### src/rtl/cdb_arbiter.sv
// Round-robin arbiter for the shared common-data-bus writeback port.
// Optional macro CDB_ARB_STATS_EN adds per-FU grant counters and a stall counter.
module cdb_arbiter #(
  parameter int NB_FU = 4,
  parameter int XLEN  = 64,
  parameter int ID_W  = 4,
  parameter int PRD_W = 6
) (
  input  logic                   clk,
  input  logic                   rstn,
  input  logic                   flush_i,
  input  logic [NB_FU-1:0]       fu_valid_i,
  output logic [NB_FU-1:0]       fu_ready_o,
  input  logic [NB_FU*ID_W-1:0]  fu_id_i,
  input  logic [NB_FU*PRD_W-1:0] fu_prd_i,
  input  logic [NB_FU*XLEN-1:0]  fu_data_i,
  output logic                   cdb_valid_o,
  output logic [ID_W-1:0]        cdb_id_o,
  output logic [PRD_W-1:0]       cdb_prd_o,
  output logic [XLEN-1:0]        cdb_data_o,
`ifdef CDB_ARB_STATS_EN
  output logic [NB_FU*32-1:0]    grant_cnt_o,
  output logic [31:0]            stall_cnt_o,
`endif
  input  logic                   cdb_ready_i
);

  localparam int RR_W = (NB_FU > 1) ? $clog2(NB_FU) : 1;

  logic [RR_W-1:0]  rr_q;
  logic [RR_W-1:0]  rr_next;
  logic             slot_free;
  logic [NB_FU-1:0] grant;
  logic             grant_any;
  logic [RR_W-1:0]  grant_idx;
  int               idx;

  assign slot_free = !cdb_valid_o || cdb_ready_i;

  // First valid FU at or after rr_q, wrapping modulo NB_FU (not a power of 2 in general).
  always_comb begin
    grant     = '0;
    grant_any = 1'b0;
    grant_idx = '0;
    idx       = 0;
    if (slot_free && !flush_i && rstn) begin
      for (int i = 0; i < NB_FU; i++) begin
        idx = (int'(rr_q) + i) % NB_FU;
        if (!grant_any && fu_valid_i[idx]) begin
          grant_any  = 1'b1;
          grant[idx] = 1'b1;
          grant_idx  = RR_W'(idx);
        end
      end
    end
  end

  assign rr_next    = (grant_idx == RR_W'(NB_FU - 1)) ? '0 : grant_idx + 1'b1;
  assign fu_ready_o = grant;

  always_ff @(posedge clk or negedge rstn) begin
    if (!rstn) begin
      cdb_valid_o <= 1'b0;
      cdb_id_o    <= '0;
      cdb_prd_o   <= '0;
      cdb_data_o  <= '0;
      rr_q        <= '0;
    end else if (grant_any) begin
      cdb_valid_o <= 1'b1;
      cdb_id_o    <= fu_id_i[grant_idx*ID_W +: ID_W];
      cdb_prd_o   <= fu_prd_i[grant_idx*PRD_W +: PRD_W];
      cdb_data_o  <= fu_data_i[grant_idx*XLEN +: XLEN];
      rr_q        <= rr_next;
    end else if (flush_i || cdb_ready_i) begin
      cdb_valid_o <= 1'b0;
    end
  end

`ifdef CDB_ARB_STATS_EN
  logic [31:0] grant_cnt_q [NB_FU];
  logic [31:0] stall_cnt_q;

  always_ff @(posedge clk or negedge rstn) begin
    if (!rstn) begin
      for (int k = 0; k < NB_FU; k++) grant_cnt_q[k] <= '0;
      stall_cnt_q <= '0;
    end else begin
      for (int k = 0; k < NB_FU; k++) begin
        if (fu_valid_i[k] && grant[k]) grant_cnt_q[k] <= grant_cnt_q[k] + 32'd1;
      end
      if (cdb_valid_o && !cdb_ready_i) stall_cnt_q <= stall_cnt_q + 32'd1;
    end
  end

  always_comb begin
    grant_cnt_o = '0;
    for (int k = 0; k < NB_FU; k++) grant_cnt_o[k*32 +: 32] = grant_cnt_q[k];
  end
  assign stall_cnt_o = stall_cnt_q;
`endif

endmodule

### config.mk
export PLATFORM = sky130hd
export DESIGN_NAME = cdb_arbiter
export DESIGN_NICKNAME = d
export VERILOG_FILES = /design/src/rtl/cdb_arbiter.sv
export SDC_FILE = /design/constraint.sdc
export NUM_CORES = 1
export LEC_CHECK = 0
export BUFFER_PORTS_ARGS = -buffer_cell sky130_fd_sc_hd__buf_2
export CAP_MARGIN = 15
export CORE_AREA = 2 2 147 149
export DETAILED_ROUTE_END_ITERATION = 12
export DIE_AREA = 0 0 149 151
export MAX_ROUTING_LAYER = met4
export PLACE_DENSITY = 0.57
export SYNTH_ARGS = -nofsm -noshare
export SYNTH_HDL_FRONTEND = slang
export SYNTH_SLANG_ARGS = --single-unit
### constraint.sdc
create_clock -name clk -period 4.14 [get_ports clk]
set_input_delay 0.207 -clock clk [delete_from_list [all_inputs] [get_ports clk]]
set_output_delay 0.207 -clock clk [all_outputs]
set_load 0.1 [all_outputs]
==> results.toml, run 1 <==
[logic_synthesis]
avgSynthCellArea_sq_um = 11.35
synth_seq_cells = 77
yosysTopAreaCell = "dfrtp_1"
syn_nets = 813
ys_seq_area_share_pct = 33.88
ys_warn_count = 0
synth_area_sq_mm = 0.005688
synth_top_area_share_pct = 33.88
synth_area_leaders = "dfrtp_1, mux2i_1, o221ai_2, nand2_1, a211oi_2"
synth_cells = 501
synth_cell_type_count = 38

[die]
die_area_sq_mm = 0.02250
core_area_sq_mm = 0.02082
start_util_pct = 27.32
row_count = 53
fp.dieH_um = 151
ios = 383
die_w_um = 149

[critical_path]
regToRegEndpoint = "cdb_data_o[3]$_DFFE_PN0P_"
max_stage_delay_ps = 670
critical_path_class = "reg -> reg"
r2r_start = "rr_q[0]$_DFFE_PN0P_"
r2r_slack_ps = 570
cp_max_fo = 35
cp.arrival_ps = 3740
worstSetupStartpointType = "flop"
required_ps = 4320
path_cells = "inv_1 -> ha_1 -> mux4_2 -> nor2b_1 -> buf_4 -> o21a_1 -> nor2_8 -> buf_12 -> mux2i_1 -> o221ai_2"
crit_path_top_delay_cell = "nor2_8"
reg2reg_depth = 10
crit_path_end_kind = "flop"

[clock_tree]
cts.path.max_buffers = 2
post-cts-setup-buffers = 0
htreeDepth = 3
cts_tree = "yes"
clock-sinks = 77
clkTransAtPathRegs_ps = 70
root_buffer = "clkbuf_16"
cts_inserted_buffers = 9
clk_latency_ps = 350

[timing]
setup_viol_count_final = 0
final.setup_skew_ps = 12.14
grt_setup_unrepaired = "no"
fin_crit_ps = 3566
finalHoldViolations = 0
fin_crit_sh_pct = 86.13
maxSlewHeadroom_pct = 27.66
final.setup.tns_ps = 0
fmax_ghz = 0.2805
worstMarginPinSlew_ps = 1085
maxSlewViolCount = 0

[final_layout]
final.fill_count = 2067
fin_nets = 1174
layout_common_cells = "buf_2, mux2i_1, dfrtp_1"
multi_input_area_sq_mm = 0.003482
drive_gt1_share_pct = 57.21
regArea_sq_mm = 0.001927
antennaDiodeCount = 0
layout_commonest_cell = "buf_2"
areaGrowthSynthToFinish_pct = 43.75
final_util_pct = 39.27

[power]
ir_worst_vdd_uv = 480.3
clock_power_share_pct = 11.0
switching_share_pct = 61.30
p_int_uw = 3175
p_leak_uw = 0.003976
p_per_area_mw_per_mm2 = 1003
power_switching_uw = 5029
combPwrFrac_pct = 72.4
power_frac_seq_pct = 16.6

[hold_path]
hp-class = "in -> reg"
min_path_cells = 2
hold_start = "flush_i"
holdPathEnd = "cdb_valid_o$_DFFE_PN0P_"

[placement]
gp_congestion = 0.8247
port_buffers = 382
hpwl_mm = 15.38

[detailed_routing]
viasPerCell = 4.812
drt_iter0_markers = 194
num_vias = 5495
drc = 0
routedWlPerCell_um = 17.83
wl_mm = 20.36
drtAntennaViolNets = 0
firstDrtPassIters = 4

[grt]
grt_usage_pct = 17.83
gr-total-overflow = 0
grt_pass1_vias = 5634
antenna_found_initial = 0
grt_max_degree = 75
grt_pass1_wl_mm = 30.10

[flow_run]
max-cap-violations = 0

[outcome]
status = "completed"
[power by group through the flow]
stage          registers, uW  logic [uW]  clock network [uW]
3_3_place_gp            1370        5940                   0
2_1_floorplan           3980        2300                   0
4_1_cts                 1360        5990                 939
3_5_place_dp            1360        5990                   0
6_report                1360        5940                 906
5_1_grt                 1410        6230                 974
[cells in the mapped netlist, drive strengths merged]
library cell / n
buf: 34
o2bb2ai: 1
nor3: 3
mux2i: 138
o21ai: 5
nand3b: 1
nor2: 23
a21oi: 1
or4: 1
o221ai: 63
or3: 1
mux2: 2
nand2b: 1
clkbuf: 13
o21a: 2
nand2: 65
a21o: 3
a211oi: 24
dfrtp: 77
o32ai: 1
a22oi: 4
o211ai: 1
nor2b: 3
nor3b: 12
ha: 8
xnor2: 2
or2: 1
inv: 3
a221oi: 4
o21bai: 1
mux4: 3
[layout make-up]
| class | instances | share of cell area, % |
|---|---|---|
| clock buffer | 10 | 2.923 |
| clock inverter | 6 | 1.148 |
| inverter | 3 | 0.1377 |
| multi-input combinational | 374 | 42.59 |
| sequential | 77 | 23.57 |
| tap | 275 | 4.208 |
| timing repair buffer | 397 | 25.43 |
[flip-flops by register name (all words and copies together) (netlist names)]
signal       cells
cdb_valid_o      1
rr_q             2
cdb_id_o         4
cdb_prd_o        6
cdb_data_o      64
[worst max-delay path: cells and delay by family, from the launching register on]
family	cells	cell delay (ps)
fa+ha+maj	1	380
compound gates	2	400
mux	2	590
simple gates	2	770
flops	1	550
buf+inv	3	650
[worst max-delay path by stage]
stage | start | end | slack [ps] | cells after the start
floorplan | rr_q[0]$_DFFE_PN0P_ | fu_ready_o[0] | 280 | 9
global placement | rr_q[0]$_DFFE_PN0P_ | cdb_data_o[23]$_DFFE_PN0P_ | 630 | 10
detailed placement | rr_q[0]$_DFFE_PN0P_ | cdb_data_o[3]$_DFFE_PN0P_ | 510 | 10
CTS | rr_q[1]$_DFFE_PN0P_ | cdb_data_o[3]$_DFFE_PN0P_ | 500 | 10
global route | rr_q[1]$_DFFE_PN0P_ | cdb_data_o[3]$_DFFE_PN0P_ | 260 | 10
finish | rr_q[0]$_DFFE_PN0P_ | cdb_data_o[3]$_DFFE_PN0P_ | 570 | 10
[cell families after synthesis]
logic type | synth area share, %
buffers and inverters | 5.543
adder cells (fa/ha/maj) | 1.760
multiplexers | 25.87
AND/OR/NAND/NOR | 9.129
AO/OA/AOI/OAI | 23.51
XOR/XNOR | 0.3080
flip-flops | 33.88
[what timing repair did]
| item | 4_1_cts | 5_1_grt |
|---|---|---|
| gates resized for setup | 0 | 0 |
| hold buffers | 1 | 0 |
| hold endpoints to repair | 10 | 0 |
[per-layer routing]
metal / up-vias / part of all wire (%) / GRT usage, % / wire length [um]
met4: 0 / 1.4 / 4.667 / 278
met5: - / 0 / - / 0
met3: 18 / 6.7 / 3.373 / 1373
met2: 252 / 50 / 30.92 / 10170
met1: 2570 / 42 / 21.34 / 8545
li1: 2655 / - / - / -
[stage by stage]
step	area [sq um]	setup slack, ps	instances	hold WS [ps]	power [uW]
2_1_floorplan	5688	278.8	501	-88.59	6276
3_3_place_gp	7834	635.0	1125	72.68	7318
3_5_place_dp	7834	511.4	1125	75.85	7352
4_1_cts	8177	504.5	1142	60.79	8286
5_1_grt	8177	257.2	1142	60.83	8609
6_report	8177	574.4	1142	74.05	8204
(Power assumes the default switching activity.)
==> run 2, diff against run 1 <==
--- a/config.mk
+++ b/config.mk
@@ -8,9 +8,9 @@
 export BUFFER_PORTS_ARGS = -buffer_cell sky130_fd_sc_hd__buf_2
 export CAP_MARGIN = 15
 export CORE_AREA = 2 2 147 149
+export CTS_CLUSTER_SIZE = 12
 export DETAILED_ROUTE_END_ITERATION = 12
 export DIE_AREA = 0 0 149 151
-export MAX_ROUTING_LAYER = met4
 export PLACE_DENSITY = 0.57
 export SYNTH_ARGS = -nofsm -noshare
 export SYNTH_HDL_FRONTEND = slang
==> results.toml, run 2 (same netlist as run 1, synthesis figures left out) <==
[power]
clock_power_share_pct = 11.1
ir_worst_vdd_uv = 480.5
combPwrFrac_pct = 72.4
power_switching_uw = 5025
power_frac_seq_pct = 16.6
p_per_area_mw_per_mm2 = 1003
p_leak_uw = 0.003976
switching_share_pct = 61.29
p_int_uw = 3174

[placement]
dp.cells = 1125
detailedPlace.worstSlack_ps = 511.4
hpwl_mm = 15.38
gp_congestion = 0.8117
port_buffers = 382

[timing]
fin_crit_ps = 3567
setup_viol_count_final = 0
grt_setup_unrepaired = "no"
finalHoldViolations = 0
worstMarginPinSlew_ps = 1096
hold_ws_ps = 74.06
setup_ws_ps = 572.9
fmax_ghz = 0.2803
final.setup_skew_ps = 11.95
maxSlewViolCount = 0
maxSlewHeadroom_pct = 26.96
fin_crit_sh_pct = 86.16
final.setup.tns_ps = 0

[final_layout]
biggestRegsByFlops = "cdb_data_o x64, cdb_prd_o x6, cdb_id_o x4"
antennaDiodeCount = 0
layout_commonest_cell = "buf_2"
areaGrowthSynthToFinish_pct = 43.75
largest_register_ff_count = 64
fin_nets = 1174
final_util_pct = 39.27
largest_register = "cdb_data_o"
drive_gt1_share_pct = 57.21
layout_common_cells = "buf_2, mux2i_1, dfrtp_1"
final_cell_count_no_fill = 1142

[critical_path]
crit_path_end_kind = "flop"
critical_path_class = "reg -> reg"
crit_path_top_delay_cell = "nor2_8"
required_ps = 4320
cp.arrival_ps = 3740
r2r_slack_ps = 570
path_cells = "inv_1 -> ha_1 -> mux4_2 -> nor2b_1 -> buf_4 -> o21a_1 -> nor2_8 -> buf_12 -> mux2i_1 -> o221ai_2"
max_stage_delay_ps = 670
worstSetupStartpointType = "flop"
cp_max_fo = 35

[flow_run]
max-cap-violations = 0

[detailed_routing]
drc = 0
drtAntennaViolNets = 0
num_vias = 5501
viasPerCell = 4.817
firstDrtPassIters = 4
drt_iter0_markers = 180
wl_mm = 20.30
routedWlPerCell_um = 17.78

[clock_tree]
cts_tree = "yes"
cts_inserted_buffers = 9
clkTransAtPathRegs_ps = 70
clk_latency_ps = 350
clock-sinks = 77
htreeDepth = 3
cts_resized = 0
holdBufCountCts = 1
cts.path.max_buffers = 2
root_buffer = "clkbuf_16"
post-cts-setup-buffers = 0

[grt]
grt_pass1_wl_mm = 30.14
grt_usage_pct = 17.33
grt_max_degree = 75
antenna_found_initial = 0
gr-total-overflow = 0
grt_pass1_vias = 5620

[die]
start_util_pct = 27.32
ios = 383
die_w_um = 149
fp.dieH_um = 151
row_count = 53
die_area_sq_mm = 0.02250
core_area_sq_mm = 0.02082

[hold_path]
hp-class = "in -> reg"

[outcome]
status = "completed"
run 2: cell counts in the layout (fill, tap and decap cells not counted):
Identical to the previous run, type by type.
run 2: final cells by class:
class | count | area (sq um)
Multi-Input combinational cell | 374 | 3482
Clock inverter | 6 | 93.84
Fill cell | 2067 | 12650
Tap cell | 275 | 344.1
Timing Repair Buffer | 397 | 2079
Clock buffer | 10 | 239.0
Sequential cell | 77 | 1927
Inverter | 3 | 11.26
run 2: final timing paths:
kind / from / to / cells past startpoint
max reg2reg: rr_q[0]$_DFFE_PN0P_ / cdb_data_o[3]$_DFFE_PN0P_ / 10
min: flush_i / cdb_valid_o$_DFFE_PN0P_ / 2
max in group asynchronous: rstn / cdb_data_o[17]$_DFFE_PN0P_ / 3
max: rr_q[0]$_DFFE_PN0P_ / cdb_data_o[3]$_DFFE_PN0P_ / 10
min in group asynchronous: rstn / cdb_data_o[18]$_DFFE_PN0P_ / 2
min reg2reg: cdb_data_o[14]$_DFFE_PN0P_ / cdb_data_o[14]$_DFFE_PN0P_ / 2
run 2: critical path: cells and delay by family (launching register included):
family / cells / cell delay (ps)
and+or+nand+nor: 2 / 770
buffers and inverters: 3 / 650
muxes: 2 / 600
DFF: 1 / 550
AOI/OAI and AO/OA: 2 / 400
adders and majority gates: 1 / 380
run 2: power by group through the flow:
stage          sequential, uW  combinational [uW]  clock [uW]
2_1_floorplan            3980                2300           0
5_1_grt                  1410                6230         974
6_report                 1360                5930         908
3_5_place_dp             1360                5990           0
4_1_cts                  1360                5990         939
3_3_place_gp             1370                5940           0
run 2: metrics by stage:
step	power [uW]	instance area [sq um]
floorplan	6276	5688
global placement	7318	7834
detailed placement	7352	7834
CTS	8286	8177
global route	8611	8177
finish	8200	8177
run 2: metal layers:
layer	routed length (um)	share of wire [%]	GRT usage, %	up-vias
li1	-	-	-	2657
met1	8387	41	20.99	2568
met2	10120	50	30.97	260
met3	1499	7.4	3.886	16
met4	288	1.4	4.667	0
met5	0	0	0	-
